<file path="src/rtl/x7seg_pkg.sv">
// ============================================================================
// x7seg_pkg : types and widths shared by the 7-segment scan and decode blocks
// Rev 1.0
// ============================================================================
`default_nettype none

package x7seg_pkg;
  localparam int DIG_W = 4;
  localparam int SEG_W = 8;
  typedef logic [DIG_W-1:0] nibble_t;
endpackage

`default_nettype wire

</file>
<file path="src/rtl/x7seg_prescaler.sv">
// ============================================================================
// x7seg_prescaler : slot-position counter with terminal-count strobe
// Rev 1.0
// ============================================================================
`default_nettype none

module x7seg_prescaler #(
  parameter int PRESCALE = 50000,
  parameter int PC_W     = $clog2(PRESCALE)
) (
  input  logic            clk,
  input  logic            rst_n,
  input  logic            en,
  output logic [PC_W-1:0] pc,
  output logic            tc
);

  assign tc = en && (pc == PC_W'(PRESCALE - 1));

  always_ff @(posedge clk or negedge rst_n) begin
    if (!rst_n) begin
      pc <= '0;
    end else if (en) begin
      pc <= tc ? '0 : pc + 1'b1;
    end
  end

endmodule

`default_nettype wire

</file>
<file path="src/rtl/x7seg_scan.sv">
// ============================================================================
// x7seg_scan : tear-free, dead-timed digit multiplexer feeding x7seg_dec
// Rev 1.0
// ============================================================================
`default_nettype none

module x7seg_scan
  import x7seg_pkg::*;
#(
  parameter int N_DIGITS = 4,
  parameter int PRESCALE = 50000,
  parameter int DEAD_CYC = 500
) (
  input  logic                      clk,
  input  logic                      rst_n,
  input  logic                      en,
  input  logic                      wr_en,
  input  logic [DIG_W*N_DIGITS-1:0] wr_data,
  input  logic [N_DIGITS-1:0]       wr_blank,
  output logic                      wr_busy,
  output logic [DIG_W-1:0]          D,
  output logic [N_DIGITS-1:0]       an_n,
  output logic                      frame_start
);

  localparam int PC_W  = $clog2(PRESCALE);
  localparam int IDX_W = (N_DIGITS > 1) ? $clog2(N_DIGITS) : 1;

  logic [PC_W-1:0]                  pc;
  logic                             tc;
  logic [IDX_W-1:0]                 idx;
  logic                             boundary;
  logic                             boundary_q;
  logic                             in_dead;
  logic                             pending;
  logic [N_DIGITS-1:0][DIG_W-1:0]   active_val;
  logic [N_DIGITS-1:0][DIG_W-1:0]   shadow_val;
  logic [N_DIGITS-1:0]              active_blank;
  logic [N_DIGITS-1:0]              shadow_blank;
  nibble_t                          cur_nib;
  logic [N_DIGITS-1:0]              sel;
  logic [N_DIGITS-1:0]              an_next;

  x7seg_prescaler #(
    .PRESCALE (PRESCALE),
    .PC_W     (PC_W)
  ) u_prescaler (
    .clk   (clk),
    .rst_n (rst_n),
    .en    (en),
    .pc    (pc),
    .tc    (tc)
  );

  generate
    if (DEAD_CYC > 0) begin : g_dead
      assign in_dead = (pc < PC_W'(DEAD_CYC));
    end else begin : g_no_dead
      assign in_dead = 1'b0;
    end
  endgenerate

  assign boundary = tc && (idx == IDX_W'(N_DIGITS - 1));
  assign wr_busy  = pending;

  always_ff @(posedge clk or negedge rst_n) begin
    if (!rst_n) begin
      idx <= '0;
    end else if (tc) begin
      idx <= (idx == IDX_W'(N_DIGITS - 1)) ? '0 : idx + 1'b1;
    end
  end

  // A write landing on the boundary goes straight to active; it supersedes any shadow.
  always_ff @(posedge clk or negedge rst_n) begin
    if (!rst_n) begin
      shadow_val   <= '0;
      shadow_blank <= '0;
      active_val   <= '0;
      active_blank <= '1;
      pending      <= 1'b0;
    end else if (wr_en && boundary) begin
      active_val   <= wr_data;
      active_blank <= wr_blank;
      pending      <= 1'b0;
    end else if (wr_en) begin
      shadow_val   <= wr_data;
      shadow_blank <= wr_blank;
      pending      <= 1'b1;
    end else if (boundary && pending) begin
      active_val   <= shadow_val;
      active_blank <= shadow_blank;
      pending      <= 1'b0;
    end
  end

  always_comb begin
    cur_nib = active_val[idx];
    sel     = '0;
    for (int i = 0; i < N_DIGITS; i++) begin
      sel[i] = (idx == IDX_W'(i));
    end
    an_next = (!en || in_dead || active_blank[idx]) ? '1 : ~sel;
  end

  // boundary_q marks the single cycle whose state is slot 0, position 0 of a new frame.
  always_ff @(posedge clk or negedge rst_n) begin
    if (!rst_n) begin
      boundary_q  <= 1'b0;
      D           <= '0;
      an_n        <= '1;
      frame_start <= 1'b0;
    end else begin
      boundary_q  <= boundary;
      D           <= cur_nib;
      an_n        <= an_next;
      frame_start <= boundary_q;
    end
  end

endmodule

`default_nettype wire
</file>
<file path="config.mk">
export PLATFORM = sky130hd
export DESIGN_NAME = x7seg_scan
export DESIGN_NICKNAME = d
export VERILOG_FILES = /design/src/rtl/x7seg_pkg.sv /design/src/rtl/x7seg_prescaler.sv /design/src/rtl/x7seg_scan.sv
export SDC_FILE = /design/constraint.sdc
export NUM_CORES = 1
export LEC_CHECK = 0
export ABC_CLOCK_PERIOD_IN_PS = 3600
export CAP_MARGIN = 0
export CORE_ASPECT_RATIO = 1.2
export CORE_UTILIZATION = 55
export DETAILED_ROUTE_END_ITERATION = 8
export DONT_BUFFER_PORTS = 1
export PLACE_DENSITY = 0.68
export SYNTH_ARGS = -nofsm -noshare
export SYNTH_HDL_FRONTEND = slang
export SYNTH_SLANG_ARGS = --single-unit
</file>
<file path="constraint.sdc">
create_clock -name clk -period 3.6 [get_ports clk]
set_clock_uncertainty 0.1 [all_clocks]
set_input_delay 0.54 -clock clk [delete_from_list [all_inputs] [get_ports clk]]
set_output_delay 0.54 -clock clk [all_outputs]
set_load 0.01 [all_outputs]
</file>
[Word-level counts from Yosys, hierarchy flattened]
Index checks and enable logic that the tools add are counted.
Cells by class
  add/subtract/negate cells: 2
  order comparisons: 2
  eq/ne operators: 5
  muxes and demuxes: 16
  bitwise logic cells: 2
  reduce and logical (&&, ||, !) cells: 12
Operators with widths (number)
  2-to-1 mux 16 bit: 4
  2-to-1 mux 4 bit: 5
  adder 16 x 1 -> 16 bit, second input constant: 1
  equality test 16 bit, second input constant: 1
  less-than comparator 16 x 9 -> 1 bit, second input constant: 1
  binary-select mux 4 bit (select 2 bit): 1
  equality test 2 bit, second input constant: 2
  logical AND 1 bit: 4
  2-to-1 mux 1 bit: 4
  inverter 4 bit: 1
  AND reduction 2 bit: 2
  less-than comparator 2 x 3 -> 1 bit, second input constant: 1
  nonzero test 3 bit: 1
  adder 2 x 1 -> 2 bit, second input constant: 1
  binary-select mux 1 bit (select 2 bit): 1
  equality test 2 x 1 -> 1 bit, second input constant: 1
  zero test 2 bit: 1
  logical OR 1 bit: 2
  2-to-1 mux 2 bit: 1
  inequality test 2 x 1 -> 1 bit, second input constant: 1
  nonzero test 2 bit: 1
  zero test 1 bit: 1
  inverter 1 bit: 1
Word-level totals
  bits in registers: 69
  output and inout port bits: 10
  word-level logic and storage cells: 56

[Logic depth before layout (Yosys ltp)]
  word-level depth: 7
  depth in mapped cells: 7
  mapped depth without buffers: 5

[Cells and area by module]
From an unflattened synthesis, not the netlist that was laid out.
Second synthesis, totals
  cell total of the unflattened synthesis: 275
  area, all modules: 3280.6 um^2
Modules (own cells, without submodules)
  x7seg_scan: instances 1, cells each 201, area each 2497.4 um^2
  x7seg_prescaler: instances 1, cells each 74, area each 783.3 um^2

[Worst setup path before layout]
OpenSTA, ideal clock, no wires.
  path type: input to register
  start: input en
  end: register active_val[0] in the netlist's numbering
  library setup time: 0.141 ns
  data arrival time: 2.095 ns
  required time: 3.359 ns
  slack: 1.264 ns
  cell stages on the path: 7
  path buffers: 3
  path through: buf_2 > nand4_1 > or4_1 > buf_2 > buf_6 > o22ai_1 > a221oi_1
Between the ends
  longest elaborated chain between the ends: 5
  elaborated cells on any way between the ends: 8
Ends and longest elaborated chain
  from (decl): RTL line x7seg_scan.sv:16  | input logic en,
  logical AND 1 bit *: RTL line x7seg_prescaler.sv:18  | assign tc = en && (pc == PC_W'(PRESCALE - 1));
  logical AND 1 bit *: RTL line x7seg_scan.sv:63  | assign boundary = tc && (idx == IDX_W'(N_DIGITS - 1));
  logical AND 1 bit, on equally long branches: RTL line x7seg_scan.sv:82, x7seg_scan.sv:90
  inequality test 2 x 1 -> 1 bit (no source line) or nonzero test 2 bit (tied branches)
  AND reduction 2 bit (no source line)
  to (signal assigned): RTL line x7seg_scan.sv:83  | active_val <= wr_data;
  to (signal assigned): RTL line x7seg_scan.sv:91  | active_val <= shadow_val;
  to (decl): RTL line x7seg_scan.sv:36  | logic [N_DIGITS-1:0][DIG_W-1:0] active_val;
Mark *: on every way between the ends. The rest lies on a longest branch, timed or not.
A chain may end at the register's enable or synchronous reset.

[Worst setup path after layout]
  start: register u_prescaler.pc[0]
  end: register active_val[3] in the netlist's numbering
Between the ends
  longest elaborated chain between the ends: 6
  elaborated cells on any way between the ends: 9
Ends and longest elaborated chain
  from (decl): RTL line x7seg_prescaler.sv:14  | output logic [PC_W-1:0] pc,
  from (signal assigned): RTL line x7seg_prescaler.sv:24  | pc <= tc ? '0 : pc + 1'b1;
  equality test 16 bit *: RTL line x7seg_prescaler.sv:18
  logical AND 1 bit *: RTL line x7seg_prescaler.sv:18
  logical AND 1 bit *: RTL line x7seg_scan.sv:63
  logical AND 1 bit, on equally long branches: RTL line x7seg_scan.sv:82, x7seg_scan.sv:90
  inequality test 2 x 1 -> 1 bit (no source line) or nonzero test 2 bit (tied branches)
  AND reduction 2 bit (no source line)
Marks and branches as above.

==> flow_summary.json <==
{
  "syn_to_final_growth_pct": 9.29,
  "cp_slowest_cell": "nor4_4",
  "die_area_um2": 6440,
  "vias": 2309,
  "synth_edf_count": 0,
  "cap_violations": 0,
  "met2_length_mm": 3.29,
  "tns_ns": 0,
  "nets": 317,
  "cts_sinks": 69,
  "max-vdd-ir-drop_uv": 455,
  "synth_compound_area_frac": 0.135,
  "avgSynthCellArea_um2": 11.6,
  "synthMuxAreaShare": 0.106,
  "drcViolationCount": 0,
  "drive_above_1_share": 0.143,
  "die_w_um": 73.4,
  "yosysUniqueCellTypes": 40,
  "p_leak_nw": 1.64,
  "netlist_area_um2": 3370,
  "max_freq_mhz": 362,
  "gp_congestion": 0.804,
  "timing.hold.ws_ns": 0.169,
  "cts_tree": "yes",
  "synth_top_area_frac": 0.453,
  "synth_top_family_by_area": "simple AND/OR/NAND/NOR gates",
  "hpwlAfterDp_mm": 4.35,
  "wl_met3_um": 373,
  "synth-main-ff-cell": "dfrtp_1",
  "final_cell_mix": "dfrtp_1, mux2_1, inv_1",
  "htree_levels": 3,
  "fin_total_pwr_mw": 1.80,
  "dp_cells": 355,
  "grt_usage": 0.241,
  "drt_pass1_iterations": 5,
  "placed_area_um2": 3390,
  "root_buffer": "clkbuf_8",
  "hold_viol_final": 0,
  "async_reset_ff_frac": 1.00,
  "yosysTopAreaCell": "dfrtp_1",
  "grt_pass1_vias": 2269,
  "postRouteAntennaNets": 0,
  "min_period_ns": 2.76,
  "synthSimpleGateAreaFrac": 0.140,
  "status": "finished clean",
  "drt-initial-drc-count": 156,
  "yosys.area_share.adder": 0.0186,
  "synth_xor_area_frac": 0.0286,
  "antenna_found_initial": 0,
  "fillers": 476,
  "ys_seq_elements": 69,
  "cp_cell_sequence": "ha_1 -> nand4_1 -> nor4_4 -> and3_1 -> a221oi_1",
  "clkLatencyLatePin_ns": 0.36,
  "stdcell_count": 373,
  "cts_buffer_depth": 2,
  "grt_pass1_wl_mm": 11.5,
  "synth-seq-area-share": 0.516,
  "cts-buffers-inserted": 9,
  "synth_warnings": 0,
  "path_max_fanout": 14,
  "synth_nets": 320,
  "wl_mm": 6.83,
  "postLayoutCellArea_um2": 3680,
  "maxSlewHeadroom": 0.504,
  "rsz0062_at_grt": "no",
  "core_um2": 5780,
  "vias_per_cell": 6.19,
  "critPathMaxStageDelay_ns": 0.72,
  "ys_top_cells_by_area": "dfrtp_1, mux2_1, dfstp_2",
  "io_pins": 34,
  "setup_viol": 0,
  "layout_commonest_cell": "dfrtp_1",
  "netlist_instances": 291,
  "hp-class": "in2reg",
  "clk_pin_slew_ns": 0.07,
  "cts_setup_buffers": 0,
  "path_class": "reg2reg",
  "slew_viol_final": 0,
  "routedWlPerCell_um": 18.3,
  "cp.arrival_ns": 2.86,
  "worst_slew_pin_slew_ns": 0.743,
  "insertedDiodeCount": 0,
  "start_kind": "register",
  "std_cell_rows": 30,
  "initial_core_util": 0.582,
  "overflow": 0,
  "chipHeight_um": 87.7,
  "portBuffers": 0,
  "drt-met1-wl_mm": 3.04,
  "critPathRequiredTime_ns": 3.70,
  "post-route-period-util": 0.767,
  "highest_layer": "met4",
  "end_kind": "register",
  "power.density_nw_per_um2": 488,
  "grt_max_degree": 70
}
-- cells in the mapped netlist (all sizes together) (6+ instances only) --
cell type  count
a21oi         18
nand2         14
inv           19
o22ai         14
xnor2         10
dfrtp         61
clkbuf        12
a221oi        14
mux2          20
dfstp          8
buf           10
nand3b        14
a221o          6
nor2           8
nand3          6
-- layer usage --
metal  GRT usage  vias to the layer above
met5           0                        -
met4       0.105                        0
met3      0.0656                       12
met2       0.369                       72
met1       0.323                     1154
li1            -                     1071
-- critical path, delay by kind of cell (launching register included) --
family	cells	cell delay, ns
AO/OA/AOI/OAI	1	0.19
adder cells (fa/ha/maj)	1	0.18
flip-flops	1	0.39
AND/OR/NAND/NOR	3	1.74
-- layout make-up --
type	count	area, um2	share of cell area
flip-flops and latches	69	1740	0.472
clock inverters	6	110	0.0299
multi-input cells	181	1440	0.392
inverters	19	71.3	0.0194
clock buffers	10	138	0.0374
well taps	80	100	0.0272
repair buffers	8	82.6	0.0224
-- per-stage QoR --
stage               worst slack (ns)   util
finish                         0.839  0.637
global route                   0.588  0.637
CTS                            0.824  0.637
detailed placement             0.825  0.587
global placement               0.912  0.587
floorplan                       1.26      -
-- timing repair --
item,4_1_cts,5_1_grt
hold endpoints to repair,69,0
gates resized for setup,0,0
hold buffers,2,0
setup endpoints to repair,0,0
-- path summary, 6_finish.rpt --
| path | startpoint | to | slack, ns | depth (start not counted) |
|---|---|---|---|---|
| setup / recovery | u_prescaler.pc[0] | active_val[3] | 0.84 | 5 |
| hold / removal | en | u_prescaler.pc[0] | 0.17 | 1 |
| setup reg to reg | u_prescaler.pc[0] | active_val[3] | 0.84 | 5 |
| hold reg to reg | boundary_q | frame_start | 0.25 | 0 |
| max in group asynchronous | rst_n | active_blank[3] | 2.41 | 2 |
| min in group asynchronous | rst_n | u_prescaler.pc[4] | 0.67 | 2 |
-- registers in the layout, indices dropped and copies added, names as in the netlist --
name	count
shadow_blank	4
active_blank	4
active_val	16
D	4
u_prescaler.pc	16
wr_busy	1
idx	2
frame_start	1
boundary_q	1
an_n	4
shadow_val	16
-- where the power goes --
group	internal (mW)	switching, mW	leakage (nW)
clock	0.477	0.300	0.119
sequential	0.830	0.0535	0.862
combinational	0.0622	0.0724	0.660
total	1.37	0.426	1.64
-- cells by family (layout without fill, tap and decap cells) --
family | count (synthesis) | after routing
AO/OA/AOI/OAI | 63 | 63
multiplexers | 27 | 27
buffers and inverters | 41 | 43
flip-flops | 69 | 69
AND/OR/NAND/NOR | 75 | 75
XOR/XNOR | 11 | 11
adder cells (fa/ha/maj) | 5 | 5
No activity file was read; power rests on OpenSTA's default activity.
